--- src/rtl/bitcoin_pkg.sv ---
// Shared widths and FSM state type for the bitcoin miner host-side job dispatcher.
package bitcoin_pkg;

   localparam int HEADER_W = 608;
   localparam int TARGET_W = 8;
   localparam int NONCE_W  = 32;
   localparam int DIGEST_W = 256;

   typedef enum logic [1:0] {
      IDLE,
      ISSUE,
      WAIT,
      RESP
   } disp_state_e;

endpackage

--- src/rtl/bitcoin_job_dispatcher_if.sv ---
// Bundles the job stream, miner request/result handshakes and result stream of the dispatcher.
interface bitcoin_job_dispatcher_if
   import bitcoin_pkg::*;
#(
   parameter int ID_W  = 8,
   parameter int CNT_W = 32
);

   logic                job_val;
   logic                job_rdy;
   logic [HEADER_W-1:0] job_header;
   logic [TARGET_W-1:0] job_target;
   logic [ID_W-1:0]     job_id;

   logic [HEADER_W-1:0] block_header;
   logic [TARGET_W-1:0] hash_target;
   logic                req_val;
   logic                req_rdy;
   logic [NONCE_W-1:0]  golden_nonce;
   logic [DIGEST_W-1:0] golden_digest;
   logic                golden_nonce_val;
   logic                golden_nonce_rdy;

   logic                res_val;
   logic                res_rdy;
   logic [ID_W-1:0]     res_id;
   logic [NONCE_W-1:0]  res_nonce;
   logic [DIGEST_W-1:0] res_digest;
   logic [CNT_W-1:0]    res_cycles;

   logic                busy;
   logic [CNT_W-1:0]    jobs_done;

   // Dispatcher side
   modport master (
      input  job_val, job_header, job_target, job_id,
      input  req_rdy, golden_nonce, golden_digest, golden_nonce_val,
      input  res_rdy,
      output job_rdy, block_header, hash_target, req_val, golden_nonce_rdy,
      output res_val, res_id, res_nonce, res_digest, res_cycles,
      output busy, jobs_done
   );

   // Host queue / miner side
   modport slave (
      output job_val, job_header, job_target, job_id,
      output req_rdy, golden_nonce, golden_digest, golden_nonce_val,
      output res_rdy,
      input  job_rdy, block_header, hash_target, req_val, golden_nonce_rdy,
      input  res_val, res_id, res_nonce, res_digest, res_cycles,
      input  busy, jobs_done
   );

endinterface

--- src/rtl/bitcoin_job_dispatcher.sv ---
// Keeps one job in flight in a single miner plus one buffered job, and returns
// each golden nonce tagged with its job id and measured miner latency.
module bitcoin_job_dispatcher
   import bitcoin_pkg::*;
#(
   parameter int ID_W  = 8,
   parameter int CNT_W = 32
)
(
   input  logic                     clk,
   input  logic                     rst,
   bitcoin_job_dispatcher_if.master bus
);

   disp_state_e r_state;
   disp_state_e w_nextState;

   logic                r_bufValid;
   logic [HEADER_W-1:0] r_bufHeader;
   logic [TARGET_W-1:0] r_bufTarget;
   logic [ID_W-1:0]     r_bufId;

   logic [HEADER_W-1:0] r_blockHeader;
   logic [TARGET_W-1:0] r_hashTarget;
   logic [ID_W-1:0]     r_curId;

   logic [CNT_W-1:0]    r_latency;
   logic [ID_W-1:0]     r_resId;
   logic [NONCE_W-1:0]  r_resNonce;
   logic [DIGEST_W-1:0] r_resDigest;
   logic [CNT_W-1:0]    r_resCycles;
   logic [CNT_W-1:0]    r_jobsDone;

   logic             w_jobAccept;
   logic             w_load;
   logic             w_clearCount;
   logic             w_capture;
   logic             w_resDone;
   logic             w_reqVal;
   logic             w_gnRdy;
   logic             w_resVal;
   logic [CNT_W-1:0] w_latencyInc;

   assign w_jobAccept  = bus.job_val && !r_bufValid;
   assign w_latencyInc = (r_latency == '1) ? r_latency : r_latency + CNT_W'(1);

   always_ff @(posedge clk) begin
      if (rst) begin
         r_state <= IDLE;
      end else begin
         r_state <= w_nextState;
      end
   end

   always_comb begin
      w_nextState  = r_state;
      w_load       = 1'b0;
      w_clearCount = 1'b0;
      w_capture    = 1'b0;
      w_resDone    = 1'b0;
      w_reqVal     = 1'b0;
      w_gnRdy      = 1'b0;
      w_resVal     = 1'b0;
      case (r_state)
         IDLE: begin
            if (r_bufValid) begin
               w_load      = 1'b1;
               w_nextState = ISSUE;
            end
         end
         ISSUE: begin
            w_reqVal = 1'b1;
            if (bus.req_rdy) begin
               w_clearCount = 1'b1;
               w_nextState  = WAIT;
            end
         end
         WAIT: begin
            w_gnRdy = 1'b1;
            if (bus.golden_nonce_val) begin
               w_capture   = 1'b1;
               w_nextState = RESP;
            end
         end
         RESP: begin
            w_resVal = 1'b1;
            if (bus.res_rdy) begin
               w_resDone = 1'b1;
               // A waiting job goes straight back to the miner, skipping IDLE
               if (r_bufValid) begin
                  w_load      = 1'b1;
                  w_nextState = ISSUE;
               end else begin
                  w_nextState = IDLE;
               end
            end
         end
         default: begin
            w_nextState = IDLE;
         end
      endcase
   end

   always_ff @(posedge clk) begin
      if (rst) begin
         r_bufValid <= 1'b0;
      end else if (w_jobAccept) begin
         r_bufValid <= 1'b1;
      end else if (w_load) begin
         r_bufValid <= 1'b0;
      end
   end

   always_ff @(posedge clk) begin
      if (w_jobAccept) begin
         r_bufHeader <= bus.job_header;
         r_bufTarget <= bus.job_target;
         r_bufId     <= bus.job_id;
      end
   end

   // Miner inputs only move on a buffer load, so they stay stable through ISSUE and WAIT
   always_ff @(posedge clk) begin
      if (rst) begin
         r_blockHeader <= '0;
         r_hashTarget  <= '0;
         r_curId       <= '0;
      end else if (w_load) begin
         r_blockHeader <= r_bufHeader;
         r_hashTarget  <= r_bufTarget;
         r_curId       <= r_bufId;
      end
   end

   always_ff @(posedge clk) begin
      if (rst) begin
         r_latency <= '0;
      end else if (w_clearCount) begin
         r_latency <= '0;
      end else if (r_state == WAIT) begin
         r_latency <= w_latencyInc;
      end
   end

   // The counter lags the nonce handshake by one, hence the +1 at capture
   always_ff @(posedge clk) begin
      if (rst) begin
         r_resId     <= '0;
         r_resNonce  <= '0;
         r_resDigest <= '0;
         r_resCycles <= '0;
      end else if (w_capture) begin
         r_resId     <= r_curId;
         r_resNonce  <= bus.golden_nonce;
         r_resDigest <= bus.golden_digest;
         r_resCycles <= w_latencyInc;
      end
   end

   always_ff @(posedge clk) begin
      if (rst) begin
         r_jobsDone <= '0;
      end else if (w_resDone) begin
         r_jobsDone <= r_jobsDone + CNT_W'(1);
      end
   end

   assign bus.job_rdy          = !r_bufValid;
   assign bus.block_header     = r_blockHeader;
   assign bus.hash_target      = r_hashTarget;
   assign bus.req_val          = w_reqVal;
   assign bus.golden_nonce_rdy = w_gnRdy;
   assign bus.res_val          = w_resVal;
   assign bus.res_id           = r_resId;
   assign bus.res_nonce        = r_resNonce;
   assign bus.res_digest       = r_resDigest;
   assign bus.res_cycles       = r_resCycles;
   assign bus.busy             = (r_state != IDLE) || r_bufValid;
   assign bus.jobs_done        = r_jobsDone;

endmodule

--- src/flat_wrapper.sv ---
// flat-port wrapper written by rule: the top's interface ports become plain ports
module bitcoin_job_dispatcher_flat import bitcoin_pkg::*;
#(
   parameter int ID_W  = 8,
   parameter int CNT_W = 32
)
  (clk, rst, bus_job_val, bus_job_header, bus_job_target, bus_job_id, bus_req_rdy, bus_golden_nonce, bus_golden_digest, bus_golden_nonce_val, bus_res_rdy, bus_job_rdy, bus_block_header, bus_hash_target, bus_req_val, bus_golden_nonce_rdy, bus_res_val, bus_res_id, bus_res_nonce, bus_res_digest, bus_res_cycles, bus_busy, bus_jobs_done);
  bitcoin_job_dispatcher_if #(.ID_W(ID_W), .CNT_W(CNT_W)) bus_i ();
  input  logic clk;
  input  logic rst;
  input wire logic [$bits(bus_i.job_val)-1:0] bus_job_val;
  input wire logic [$bits(bus_i.job_header)-1:0] bus_job_header;
  input wire logic [$bits(bus_i.job_target)-1:0] bus_job_target;
  input wire logic [$bits(bus_i.job_id)-1:0] bus_job_id;
  input wire logic [$bits(bus_i.req_rdy)-1:0] bus_req_rdy;
  input wire logic [$bits(bus_i.golden_nonce)-1:0] bus_golden_nonce;
  input wire logic [$bits(bus_i.golden_digest)-1:0] bus_golden_digest;
  input wire logic [$bits(bus_i.golden_nonce_val)-1:0] bus_golden_nonce_val;
  input wire logic [$bits(bus_i.res_rdy)-1:0] bus_res_rdy;
  output wire logic [$bits(bus_i.job_rdy)-1:0] bus_job_rdy;
  output wire logic [$bits(bus_i.block_header)-1:0] bus_block_header;
  output wire logic [$bits(bus_i.hash_target)-1:0] bus_hash_target;
  output wire logic [$bits(bus_i.req_val)-1:0] bus_req_val;
  output wire logic [$bits(bus_i.golden_nonce_rdy)-1:0] bus_golden_nonce_rdy;
  output wire logic [$bits(bus_i.res_val)-1:0] bus_res_val;
  output wire logic [$bits(bus_i.res_id)-1:0] bus_res_id;
  output wire logic [$bits(bus_i.res_nonce)-1:0] bus_res_nonce;
  output wire logic [$bits(bus_i.res_digest)-1:0] bus_res_digest;
  output wire logic [$bits(bus_i.res_cycles)-1:0] bus_res_cycles;
  output wire logic [$bits(bus_i.busy)-1:0] bus_busy;
  output wire logic [$bits(bus_i.jobs_done)-1:0] bus_jobs_done;
  assign bus_i.job_val = bus_job_val;
  assign bus_i.job_header = bus_job_header;
  assign bus_i.job_target = bus_job_target;
  assign bus_i.job_id = bus_job_id;
  assign bus_i.req_rdy = bus_req_rdy;
  assign bus_i.golden_nonce = bus_golden_nonce;
  assign bus_i.golden_digest = bus_golden_digest;
  assign bus_i.golden_nonce_val = bus_golden_nonce_val;
  assign bus_i.res_rdy = bus_res_rdy;
  assign bus_job_rdy = bus_i.job_rdy;
  assign bus_block_header = bus_i.block_header;
  assign bus_hash_target = bus_i.hash_target;
  assign bus_req_val = bus_i.req_val;
  assign bus_golden_nonce_rdy = bus_i.golden_nonce_rdy;
  assign bus_res_val = bus_i.res_val;
  assign bus_res_id = bus_i.res_id;
  assign bus_res_nonce = bus_i.res_nonce;
  assign bus_res_digest = bus_i.res_digest;
  assign bus_res_cycles = bus_i.res_cycles;
  assign bus_busy = bus_i.busy;
  assign bus_jobs_done = bus_i.jobs_done;
  bitcoin_job_dispatcher #(.ID_W(ID_W), .CNT_W(CNT_W)) u_core (.clk(clk), .rst(rst), .bus(bus_i));
endmodule
--- config.mk ---
export PLATFORM = sky130hd
export DESIGN_NAME = bitcoin_job_dispatcher_flat
export DESIGN_NICKNAME = d
export VERILOG_FILES = /design/src/rtl/bitcoin_pkg.sv /design/src/rtl/bitcoin_job_dispatcher_if.sv /design/src/rtl/bitcoin_job_dispatcher.sv /design/src/flat_wrapper.sv
export SDC_FILE = /design/constraint.sdc
export NUM_CORES = 2
export LEC_CHECK = 0
export ABC_AREA = 0
export CORE_AREA = 2 2 741 743
export DETAILED_ROUTE_END_ITERATION = 12
export DIE_AREA = 0 0 743 745
export SLEW_MARGIN = 5
export SYNTH_ARGS = -nofsm -noshare
export SYNTH_HDL_FRONTEND = slang
export SYNTH_SLANG_ARGS = --single-unit
export TNS_END_PERCENT = 30
--- constraint.sdc ---
create_clock -name clk -period 84.9 [get_ports clk]
set_clock_uncertainty 0.05 [all_clocks]
set_input_delay 8.49 -clock clk [delete_from_list [all_inputs] [get_ports clk]]
set_output_delay 8.49 -clock clk [all_outputs]
set_load 0.01 [all_outputs]
==> results by group <==
Outcome
  • Status: finished, final reports clean

Critical path
  • Worst path cell trace: clkdlybuf4s50_1, a21oi_1, nor3_2, buf_4, buf_4, buf_4, buf_4, buf_4, nand2_1, a21oi_1
  • Req. time, crit path: ~86 ns
  • Critical path's slowest cell: buf_4
  • CP max FO: 81
  • Crit path depth: 10
  • Worst R2R Path Depth: 10
  • CP delay by family, top: buffers and inverters
  • CP Class: in -> reg
  • WP data arrival: 13.28 ns
  • Critical path launch point type: input pin
  • Max incr delay on CP: about 0.86 ns
  • Most used cell, CP: buf_4
  • Worst Setup End Kind: flop
  • CP Buf/Inv Count: 6

Routing
  • DR DRC count: 0
  • DR vias/cell: 3.30
  • DRT Wirelength: roughly 430,000 microns
  • Total iterations of the first detailed-routing run: 5
  • Detail Route Antenna Nets: 0
  • Vias: around 48,000
  • Drt first-iter violations: ~4,000
  • Routed len/inst: around 29 microns

Clock network
  • Maximum clock path buffer count: 4
  • Clock Latency Late Sink: between 0.9 and 1 ns
  • Clock Root Buffer: clkbuf_16
  • TritonCTS Sinks: 1,643
  • Post-CTS Setup Repair Bufs: 0
  • Hold-fix buffers, CTS: 0
  • Clk pin slew, worst setup/hold paths: ~0.060 ns
  • CTS H-tree lvls: 4
  • CTS tree: done
  • Total CTS buffers: around 210
  • Post-CTS Resized: 0

Logic synthesis
  • Dominant synthesized flop cell: dfxtp_1
  • Yosys warnings: 0
  • Area contributors post-synth: dfxtp_1 (37%), edfxtp_1 (34%), nand2_1 (13%), a21oi_1 (8.7%), clkbuf_1 (2.2%)
  • Post-Syn Area: approximately 55,000 sq um
  • Post-synth top area share: 37.1%
  • Largest area contributor in the netlist: dfxtp_1
  • EDFF count, synth: around 620
  • Syn_nets: ~6,000
  • Yosys reg bits: 1,643
  • Most common cell in the netlist: nand2_1
  • Synth unique cells: 60
  • Sequential element share of the synthesized area: between 70 and 80%
  • Synth Instances: 5,220
  • Post-synthesis average cell area: about 11 sq um
  • Asr flop ratio synth: 0%
  • Synth cell count leaders: nand2_1 (1,882), dfxtp_1 (1,019), a21oi_1 (951)

Cells and area
  • Area growth, synth to finish: 62.5%
  • Final net count: 7,951
  • Filler cell count: between 60,000 and 70,000
  • Layout cells sized above 1: under 10%

Placement
  • HPWL Detailed: ~360,000 microns
  • Final Wtd Congestion: 0.941
  • Port Buf Inserts: 1,898
  • Pre-CTS setup slack: ~71 ns

Global routing
  • GR Overflow Total: 0
  • GRT Util Overall: 14.7%
  • Largest net degree at the start of global routing: 167
  • First-pass GRT wire length: between 500,000 and 600,000 microns
  • Initial antenna violation count: 357
  • Vias in the first global route: 45,400

STA
  • Setup TNS: 0 ns
  • Period utilization: ~15%
  • Tightest hold margin: between 0.3 and 0.4 ns
  • Fmax: around 80 MHz
  • Slew margin rel.: ~22%
  • Crit path time final: 12.61 ns
  • Endpoints failing hold: 0
  • PnR worst setup slack: around 72 ns
  • Unrepaired setup endpoints after global routing: no
  • # setup viols final: 0
  • Measured slew at the worst slew-check pin: about 1.2 ns
  • Max Transition Viols Final: 0

Power
  • Clk network pwr share: between 30% and 40%
  • P_leak: 28.0 nW
  • Comb power frac: between 20 and 25%
  • Maximum VDD drop: about 18 uV
  • Internal: ~1.7 mW
  • Sequential power share: ~40%
  • Power density cells: 28.4 nW/um^2
  • Sw Ratio: between 30 and 40%
  • Tot Pwr: 2.54 mW
  • P_sw: about 0.84 mW

Run
  • Max-cap violations: 0

Die
  • Die footprint: about 550,000 sq um
  • # rows: approximately 270
  • Die Height: 745 microns
  • Core area: around 550,000 sq um
  • Starting Density: between 10% and 20%
  • I/O pins: between 1,500 and 2,000
  • Die X: between 700 and 800 microns

Min path
  • Hold Crit Depth: 2
  • Worst Hold Class: reg -> reg
## logic make-up (layout without fill, tap and decap cells)
family / Yosys count / count (layout) / share of synthesized area, %
adders and majority gates: 7 / 7 / 0.159
AOI/OAI and AO/OA: 1047 / 1047 / 9.95
buffers and inverters: 362 / 2341 / 2.60
xor gates and xnor gates: 34 / 34 / 0.542
muxes: 2 / 2 / 0.0364
and+or+nand+nor: 2125 / 2125 / 15.5
DFF: 1643 / 1643 / 71.2
other: 0 / 92 / 0
## worst register-to-register path, delay by kind of cell (launching register included)
| kind | cells | cell delay, ns |
|---|---|---|
| buffers and inverters | 5 | 3.52 |
| adder cells (fa/ha/maj) | 1 | 0.43 |
| flip-flops | 1 | 0.41 |
| AO/OA/AOI/OAI | 2 | 0.33 |
| AND/OR/NAND/NOR | 2 | 0.33 |
## power by group through the flow
| stage | clock network [mW] | logic (mW) | registers [mW] |
|---|---|---|---|
| 2_1_floorplan | 0 | 0.190 | 1.08 |
| 3_3_place_gp | 0 | 0.636 | 1.02 |
| 3_5_place_dp | 0 | 0.636 | 1.02 |
| 4_1_cts | 0.946 | 0.639 | 1.00 |
| 5_1_grt | 0.970 | 0.674 | 1.01 |
| 6_report | 0.915 | 0.618 | 1.00 |
## layer usage
layer  track usage (%)  vias to the layer above  share of wire, %
met5             0.225                        -              0.30
met4              6.84                      174               5.4
met3              10.8                      894                17
met2              22.9                     2496                44
met1              14.5                    23000                33
li1                  -                    21400                 -
## layout make-up
type	instances	area [sq um]	area share (%)
Sequential cell	1643	39100	43.8
Timing Repair Buffer	1950	19500	21.8
Multi-Input combinational cell	3215	14400	16.1
Tap cell	7261	9080	10.2
Clock buffer	284	5850	6.56
Clock inverter	96	1060	1.19
Antenna cell	92	230	0.258
Inverter	11	41.3	0.0462
## registers in the layout, summed over array words and instances, names as in the netlist
signal,flops
u_core.bus.block_header,608
u_core.r_bufHeader,608
u_core.bus.res_digest,256
u_core.bus.jobs_done,32
u_core.bus.res_cycles,32
u_core.bus.res_nonce,32
u_core.r_latency,32
u_core.bus.hash_target,8
u_core.bus.res_id,8
u_core.r_bufId,8
u_core.r_bufTarget,8
u_core.r_curId,8
u_core.r_state,2
u_core.r_bufValid,1
## final timing paths
kind / from / to / slack (ns)
worst min-delay path: u_core.r_bufHeader[166] / u_core.bus.block_header[166] / 0.36
worst min register to register: u_core.r_bufHeader[166] / u_core.bus.block_header[166] / 0.36
worst max-delay path: bus_res_rdy / u_core.bus.block_header[184] / 72.29
worst max register to register: u_core.r_state[1] / u_core.bus.block_header[184] / 79.60
## per-stage QoR
stage | utilization (%) | cell area [sq um] | instances
floorplan | - | 54900 | 5220
global placement | 15.0 | 82100 | 14100
detailed placement | 15.0 | 82100 | 14100
CTS | 16.3 | 89000 | 14500
global route | 16.3 | 89200 | 14500
finish | 16.3 | 89300 | 14600
## cell usage in the layout, fill, tap and decap left out, drive strengths merged, types with 22 or more instances in the layout
master,synthesis,final
clkdlybuf4s50,0,1897
nand2,1882,1882
dfxtp,1019,1019
a21oi,951,951
edfxtp,624,624
clkbuf,319,284
diode,0,92
nor2,76,76
clkinv,0,55
buf,32,53
nand3,31,31
or4,27,27
inv,11,27
o31ai,23,23
o21ai,22,22
Note: power is estimated with default switching activity, not from simulation.
